File: config.mk
export PLATFORM = sky130hd
export DESIGN_NAME = sr_ff_bank
export DESIGN_NICKNAME = d
export VERILOG_FILES = /design/src/rtl/sr_ff_bank.sv
export SDC_FILE = /design/constraint.sdc
export NUM_CORES = 1
export LEC_CHECK = 0
export BUFFER_PORTS_ARGS = -buffer_cell sky130_fd_sc_hd__buf_4
export CAP_MARGIN = 20
export CELL_PAD_IN_SITES_DETAIL_PLACEMENT = 0
export CELL_PAD_IN_SITES_GLOBAL_PLACEMENT = 1
export CORE_UTILIZATION = 30
export CTS_CLUSTER_DIAMETER = 100
export DETAILED_ROUTE_END_ITERATION = 12
export GPL_ROUTABILITY_DRIVEN = 1
export PLACE_DENSITY = 0.76
export SLEW_MARGIN = 15
export SYNTH_ARGS = -nofsm -noshare
export SYNTH_HDL_FRONTEND = slang
export SYNTH_SLANG_ARGS = --single-unit
File: constraint.sdc
create_clock -name clk -period 2.05 [get_ports clk]
set_input_delay 0.3075 -clock clk [delete_from_list [all_inputs] [get_ports clk]]
set_output_delay 0.3075 -clock clk [all_outputs]
set_load 0.05 [all_outputs]
File: src/rtl/sr_ff_bank.sv
// sr_ff_bank: bank of WIDTH independent clocked SR flip-flops.
// The S=R=1 response is set by MODE. Each channel has a sticky conflict flag,
// and a shared saturating counter records the cycles with any conflict.
// Every output is registered, so there is no combinational path from input to output.
module sr_ff_bank #(
    parameter int              WIDTH   = 8,
    parameter int              MODE    = 0,
    parameter logic [WIDTH-1:0] RST_VAL = '0,
    parameter int              CNT_W   = 8
) (
    input  logic             clk,
    input  logic             rst,
    input  logic             en,
    input  logic [WIDTH-1:0] s,
    input  logic [WIDTH-1:0] r,
    input  logic             flag_clr,
    output logic [WIDTH-1:0] q,
    output logic [WIDTH-1:0] qn,
    output logic [WIDTH-1:0] changed,
    output logic [WIDTH-1:0] conflict_flags,
    output logic [CNT_W-1:0] conflict_cnt
);

    // Refuse to elaborate with a channel count or mode that cannot be built.
    generate
        if (WIDTH < 1 || WIDTH > 32 || MODE < 0 || MODE > 4) begin : g_bad_param
            $error("sr_ff_bank: illegal parameter (WIDTH=%0d, MODE=%0d)", WIDTH, MODE);
        end
    endgenerate

    localparam logic [CNT_W-1:0] CNT_MAX = '1;

    logic [WIDTH-1:0] r_q;
    logic [WIDTH-1:0] r_qn;
    logic [WIDTH-1:0] r_changed;
    logic [WIDTH-1:0] r_flags;
    logic [CNT_W-1:0] r_cnt;

    logic [WIDTH-1:0] w_q_next;
    logic [WIDTH-1:0] w_qn_next;
    logic [WIDTH-1:0] w_hit;
    logic [WIDTH-1:0] w_flags_next;
    logic             w_any_hit;
    logic [CNT_W-1:0] w_cnt_next;

    // A channel conflicts only when it is enabled and both requests are present.
    assign w_hit     = {WIDTH{en}} & s & r;
    assign w_any_hit = |w_hit;

    // Next state for each channel, worked out on its own.
    genvar gi;
    generate
        for (gi = 0; gi < WIDTH; gi++) begin : g_ch
            logic w_q_nx;
            logic w_qn_nx;

            // Per-channel SR next-state, including the MODE-specific S=R=1 resolution.
            always_comb begin
                w_q_nx  = r_q[gi];
                w_qn_nx = r_qn[gi];
                if (en && (s[gi] || r[gi])) begin
                    if (s[gi] && !r[gi]) begin
                        w_q_nx  = 1'b1;
                        w_qn_nx = 1'b0;
                    end else if (!s[gi] && r[gi]) begin
                        w_q_nx  = 1'b0;
                        w_qn_nx = 1'b1;
                    end else begin
                        if (MODE == 0) begin
                            // The NOR latch forces both outputs low while both requests are active.
                            w_q_nx  = 1'b0;
                            w_qn_nx = 1'b0;
                        end else if (MODE == 1) begin
                            w_q_nx  = 1'b1;
                            w_qn_nx = 1'b0;
                        end else if (MODE == 2) begin
                            w_q_nx  = 1'b0;
                            w_qn_nx = 1'b1;
                        end else if (MODE == 3) begin
                            w_q_nx  = ~r_q[gi];
                            w_qn_nx = r_q[gi];
                        end else begin
                            w_q_nx  = r_q[gi];
                            w_qn_nx = ~r_q[gi];
                        end
                    end
                end else if (!r_q[gi] && !r_qn[gi]) begin
                    // A channel left at q=qn=0 by a conflict settles to the reset state
                    // on the first edge with no request. This applies even when en=0,
                    // and q itself does not change.
                    w_qn_nx = 1'b1;
                end
            end

            assign w_q_next[gi]  = w_q_nx;
            assign w_qn_next[gi] = w_qn_nx;
        end
    endgenerate

    // Sticky flags: when a hit and flag_clr arrive together, the hit wins.
    always_comb begin
        w_flags_next = r_flags | w_hit;
        if (flag_clr) begin
            w_flags_next = w_hit;
        end
    end

    // Conflict counter: clears on flag_clr (reloads 1 on a simultaneous hit),
    // otherwise counts hit cycles and stops at the maximum instead of wrapping.
    always_comb begin
        w_cnt_next = r_cnt;
        if (flag_clr) begin
            w_cnt_next = w_any_hit ? CNT_W'(1) : '0;
        end else if (w_any_hit && (r_cnt != CNT_MAX)) begin
            w_cnt_next = r_cnt + CNT_W'(1);
        end
    end

    // State registers. Reset is asynchronous and drops any pending update.
    always_ff @(posedge clk or posedge rst) begin
        if (rst) begin
            r_q       <= RST_VAL;
            r_qn      <= ~RST_VAL;
            r_changed <= '0;
            r_flags   <= '0;
            r_cnt     <= '0;
        end else begin
            r_q       <= w_q_next;
            r_qn      <= w_qn_next;
            r_changed <= w_q_next ^ r_q;
            r_flags   <= w_flags_next;
            r_cnt     <= w_cnt_next;
        end
    end

    assign q              = r_q;
    assign qn             = r_qn;
    assign changed        = r_changed;
    assign conflict_flags = r_flags;
    assign conflict_cnt   = r_cnt;

endmodule

* Word level (Yosys, flattened, before mapping)
Index checks and enable logic that the tools add are counted.
Cells by class: add/subtract/negate cells 1, eq/ne operators 1, multiplexer cells 52, bitwise operators 4, reduce and logical (&&, ||, !) cells 83
Operator list (count):
- two-way mux 1 bit | 49
- logical AND 1 bit | 33
- logical NOT 1 bit | 32
- two-way mux 8 bit | 3
- nonzero test 2 bit | 9
- AND 8 bit | 2
- adder 8 x 1 -> 8 bit, second input constant | 1
- logical OR 1 bit | 8
- != test 8 bit, second input constant | 1
- bitwise OR 8 bit | 1
- OR reduction 8 bit | 1
- XOR 8 bit | 1
Storage, ports and cells: flip-flop bits (word level) 40, output and inout port bits 40, word-level logic and storage cells 153

* Logic depth before layout (Yosys ltp)
word-level depth 6, mapped depth 6, mapped depth without buffers 5

* Least setup slack after synthesis
Ideal clock, no wire load.
path kind register to register, start point register r_cnt[0], in the netlist conflict_cnt[0], end point register r_cnt[5], in the netlist conflict_cnt[5], arrival 1862 ps, slack 61 ps, cell stages (with the launch flop) 7, cells stage by stage dfrtp_1 > ha_1 > nand2_1 > nor3_1 > clkbuf_1 > nor4_1 > mux2_1
On the way: longest elaborated chain between the ends 3, elaborated cells between the ends (all ways) 6, classes of those cells add/sub (1); eq/ne (1); mux (2); reduce/logical (2)
Ends and longest elaborated chain:
- start: declaration | RTL line 37 | logic [CNT_W-1:0] r_cnt;
- start signal: assignment | RTL line 132 | r_cnt <= w_cnt_next;
- adder 8 x 1 -> 8 bit / != test 8 bit (equally long branches) | RTL line 115, 114
- two-way mux 8 bit / logical AND 1 bit (equally long branches) | RTL line 114 | end else if (w_any_hit && (r_cnt != CNT_MAX)) begin
- two-way mux 8 bit / nonzero test 2 bit (equally long branches)
Parallel ways exist; a longest one is shown, timed or not. The select of a mux whose other input is x is not followed. A chain may end at the register's enable or synchronous reset.

* Worst setup path in the final report
Same ends and word-level chain as after synthesis.

==> summary.md <==
| Metric | Value |
|---|---|
| Max cap viols | 0 |
| Setup bufs post-CTS | 0 |
| Buffers plus inverters on the worst setup path | 1 |
| Die ar. | 0.006277 mm2 |
| Initial Utilization | 31.71% |
| Die Y | 79.23 um |
| Largest net degree at the start of global routing | 49 |
| Crit path depth | 6 |
| Area after DPL | 0.002318 mm2 |
| Post-synth EDFFs | 0 |
| Setup violators final | 0 |
| Crit path kind | register to register |
| Layout cells sized above 1 | 35.04% |
| RSZ-0062 raised after global routing | no |
| Peak VDD IR | 497.7 uV |
| Fmax | 0.5748 GHz |
| PortBufs | 59 |
| Syn_area_per_cell | 10.40 um2 |
| Cells after synthesis | 172 |
| Multi-input gate area | 699.4 um2 |
| Vias | 1,540 |
| Worst Setup Start Kind | register |
| Post-CTS sizing | 0 |
| Site row count | 27 |
| Worst-case reg-to-reg path depth | 6 |
| Most frequent cells in the layout | buf_4 (63), dfrtp_1 (32), nand2_1 (26) |
| GRT Residual Overflow | 0 |
| Min-delay worst type | primary input to async pin |
| Mapped Nets | 193 |
| Clk sink count | 40 |
| Global-route wire length before repair | 6.851 mm |
| Worst-skew pair later-pin latency | 0.28 ns |
| Initial antenna violation count | 0 |
| CTS tree | done |
| Min Tclk post-route | 1.740 ns |
| Clk buf depth | 2 |
| Warnings, synthesis | 0 |
| Die X | 79.23 um |
| Pwr dens | 893.6 mW/mm2 |
| CP Data Arrival Time | 1.90 ns |
| Leakage | 1.145 nW |
| CP Cell Sequence | ha_1 > nand2_1 > nor3_1 > buf_4 > nor4_1 > mux2_1 |
| Core Area | 0.005642 mm2 |
| Final hold viol count | 0 |
| Number of synthesized register bits | 40 |
| Nets@finish | 255 |
| CP endpoint kind | register |
| GRT Total Usage | 13.98% |
| First drt pass iteration count | 4 |
| DP HPWL | 2.874 mm |
| Ports | 60 |
| Starting DRC count in detailed routing | 55 |
| CTS Hold Bufs | 0 |
| Most common cell after layout, fill and taps aside | buf_4 |
| H-tree Lvls | 2 |
| Internal reg-to-reg setup slack | 0.31 ns |
| Vias in the first global route | 1,457 |
| Setup TNS Final | 0 ns |
| Seq/Total Area, Yosys | 56.50% |
| Slew headroom | 65.37% |
| Fin crit share | 84.86% |
| Routed WL per cell | 13.74 um |
| Max Slew Vio Count | 0 |
| Delay-heaviest family, CP | simple AND/OR/NAND/NOR gates |
| FF+latch area | 0.001011 mm2 |
| Syn-to-layout area delta | 36.78% |
| Cell variety after synth | 29 |
| Measured slew at the worst slew-check pin | 0.5194 ns |
| Synth Flop Type | dfrtp_1 |
| Final hold slack | 0.1492 ns |
| Cell Area, Synth | 0.001789 mm2 |
| Gp weighted congestion | 0.7748 |
| Fraction of registers with async set/reset | 100.0% |
| Post-route design area | 0.002447 mm2 |
| Status | finished, final reports clean |
| CTS Buf Count | 5 |
| Via density | 5.033 |
| Max stage delay on crit path | 0.42 ns |
| Root buf cell | clkbuf_8 |
| Post-layout util | 43.38% |
| Clock Pin Slew Worst Setup and Hold Paths | 0.08 ns |
| DRC viols | 0 |
| Diodes inserted | 0 |
| Crit Path Max Fanout | 12 |
| Crit path required time | 2.21 ns |
| Clock Skew | 0.006822 ns |
| Total Routed Length | 4.204 mm |
| Filler cell count | 559 |
| Total power | 2.187 mW |
| Slowest-stage cell, CP | dfrtp_1 |
| Antenna viol nets, final | 0 |
==> worst register-to-register path, cell delays in order, from the launching register on <==
cell and delay (ns):
dfrtp_1 0.42, ha_1 0.24, nand2_1 0.09, nor3_1 0.05
buf_4 0.16, nor4_1 0.30, mux2_1 0.36
==> cells in the mapped netlist (2+ instances only) <==
master    number  area share, %
a21boi_0       8            3.4
a21oi_1       22            6.2
a22o_1         4            2.0
a32o_1         8            4.5
a32oi_1        8            3.9
clkbuf_1       7            1.5
dfrtp_1       32             45
dfstp_2        8             12
inv_1         11            2.3
nand2_1       26            5.5
nand3_1        3           0.84
nor2_1         9            1.9
nor2b_1        2           0.70
nor3_1         2           0.56
o211ai_1       2           0.84
o31ai_1        4            1.7
or3_1          2           0.70
or4_1          3            1.3
==> layer usage <==
| layer | wire length [um] | part of all wire, % | GRT usage (%) | up-vias |
|---|---|---|---|---|
| met5 | 0 | 0 | 0 | - |
| met4 | 23 | 0.55 | 5.455 | 0 |
| met3 | 279 | 6.6 | 5.287 | 2 |
| met2 | 1938 | 46 | 21.81 | 42 |
| met1 | 1963 | 47 | 17.39 | 749 |
| li1 | - | - | - | 747 |
==> power breakdown <==
part	internal [mW]	switching, mW
clock	0.479	0.267
sequential	0.862	0.0508
combinational	0.167	0.360
==> cell families after synthesis <==
family	Yosys count	share of synthesized area, %
mux	2	1.259
fa+ha+maj	1	0.6992
compound gates	58	24.20
simple gates	51	12.94
buf+inv	20	4.406
flops	40	56.50
==> metrics by stage <==
stage | instances | setup WS (ns)
6_report | 306 | 0.3104
5_1_grt | 306 | 0.1477
4_1_cts | 306 | 0.3019
3_5_place_dp | 299 | 0.3205
3_3_place_gp | 299 | 0.3322
2_1_floorplan | 172 | 0.06055
==> state kept, by name, summed over array words and instances, names as in the netlist <==
signal	flops
q	8
conflict_cnt	8
conflict_flags	8
changed	8
qn	8
==> worst paths after layout <==
check / endpoint / from
worst max-delay path: conflict_cnt[5] / conflict_cnt[0]
worst min-delay path: conflict_cnt[2] / rst
worst max register to register: conflict_cnt[5] / conflict_cnt[0]
worst min register to register: qn[0] / qn[0]
max in group asynchronous: qn[4] / rst
min in group clk: qn[7] / s[7]
==> layout make-up <==
cell class / count / share of cell area [%]
Clock buffer: 5 / 2.812
Clock inverter: 2 / 2.454
Multi-Input combinational cell: 112 / 28.58
Tap cell: 72 / 3.681
Timing Repair Buffer: 63 / 19.33
Sequential cell: 40 / 41.31
Inverter: 12 / 1.840
(Power assumes the default switching activity.)
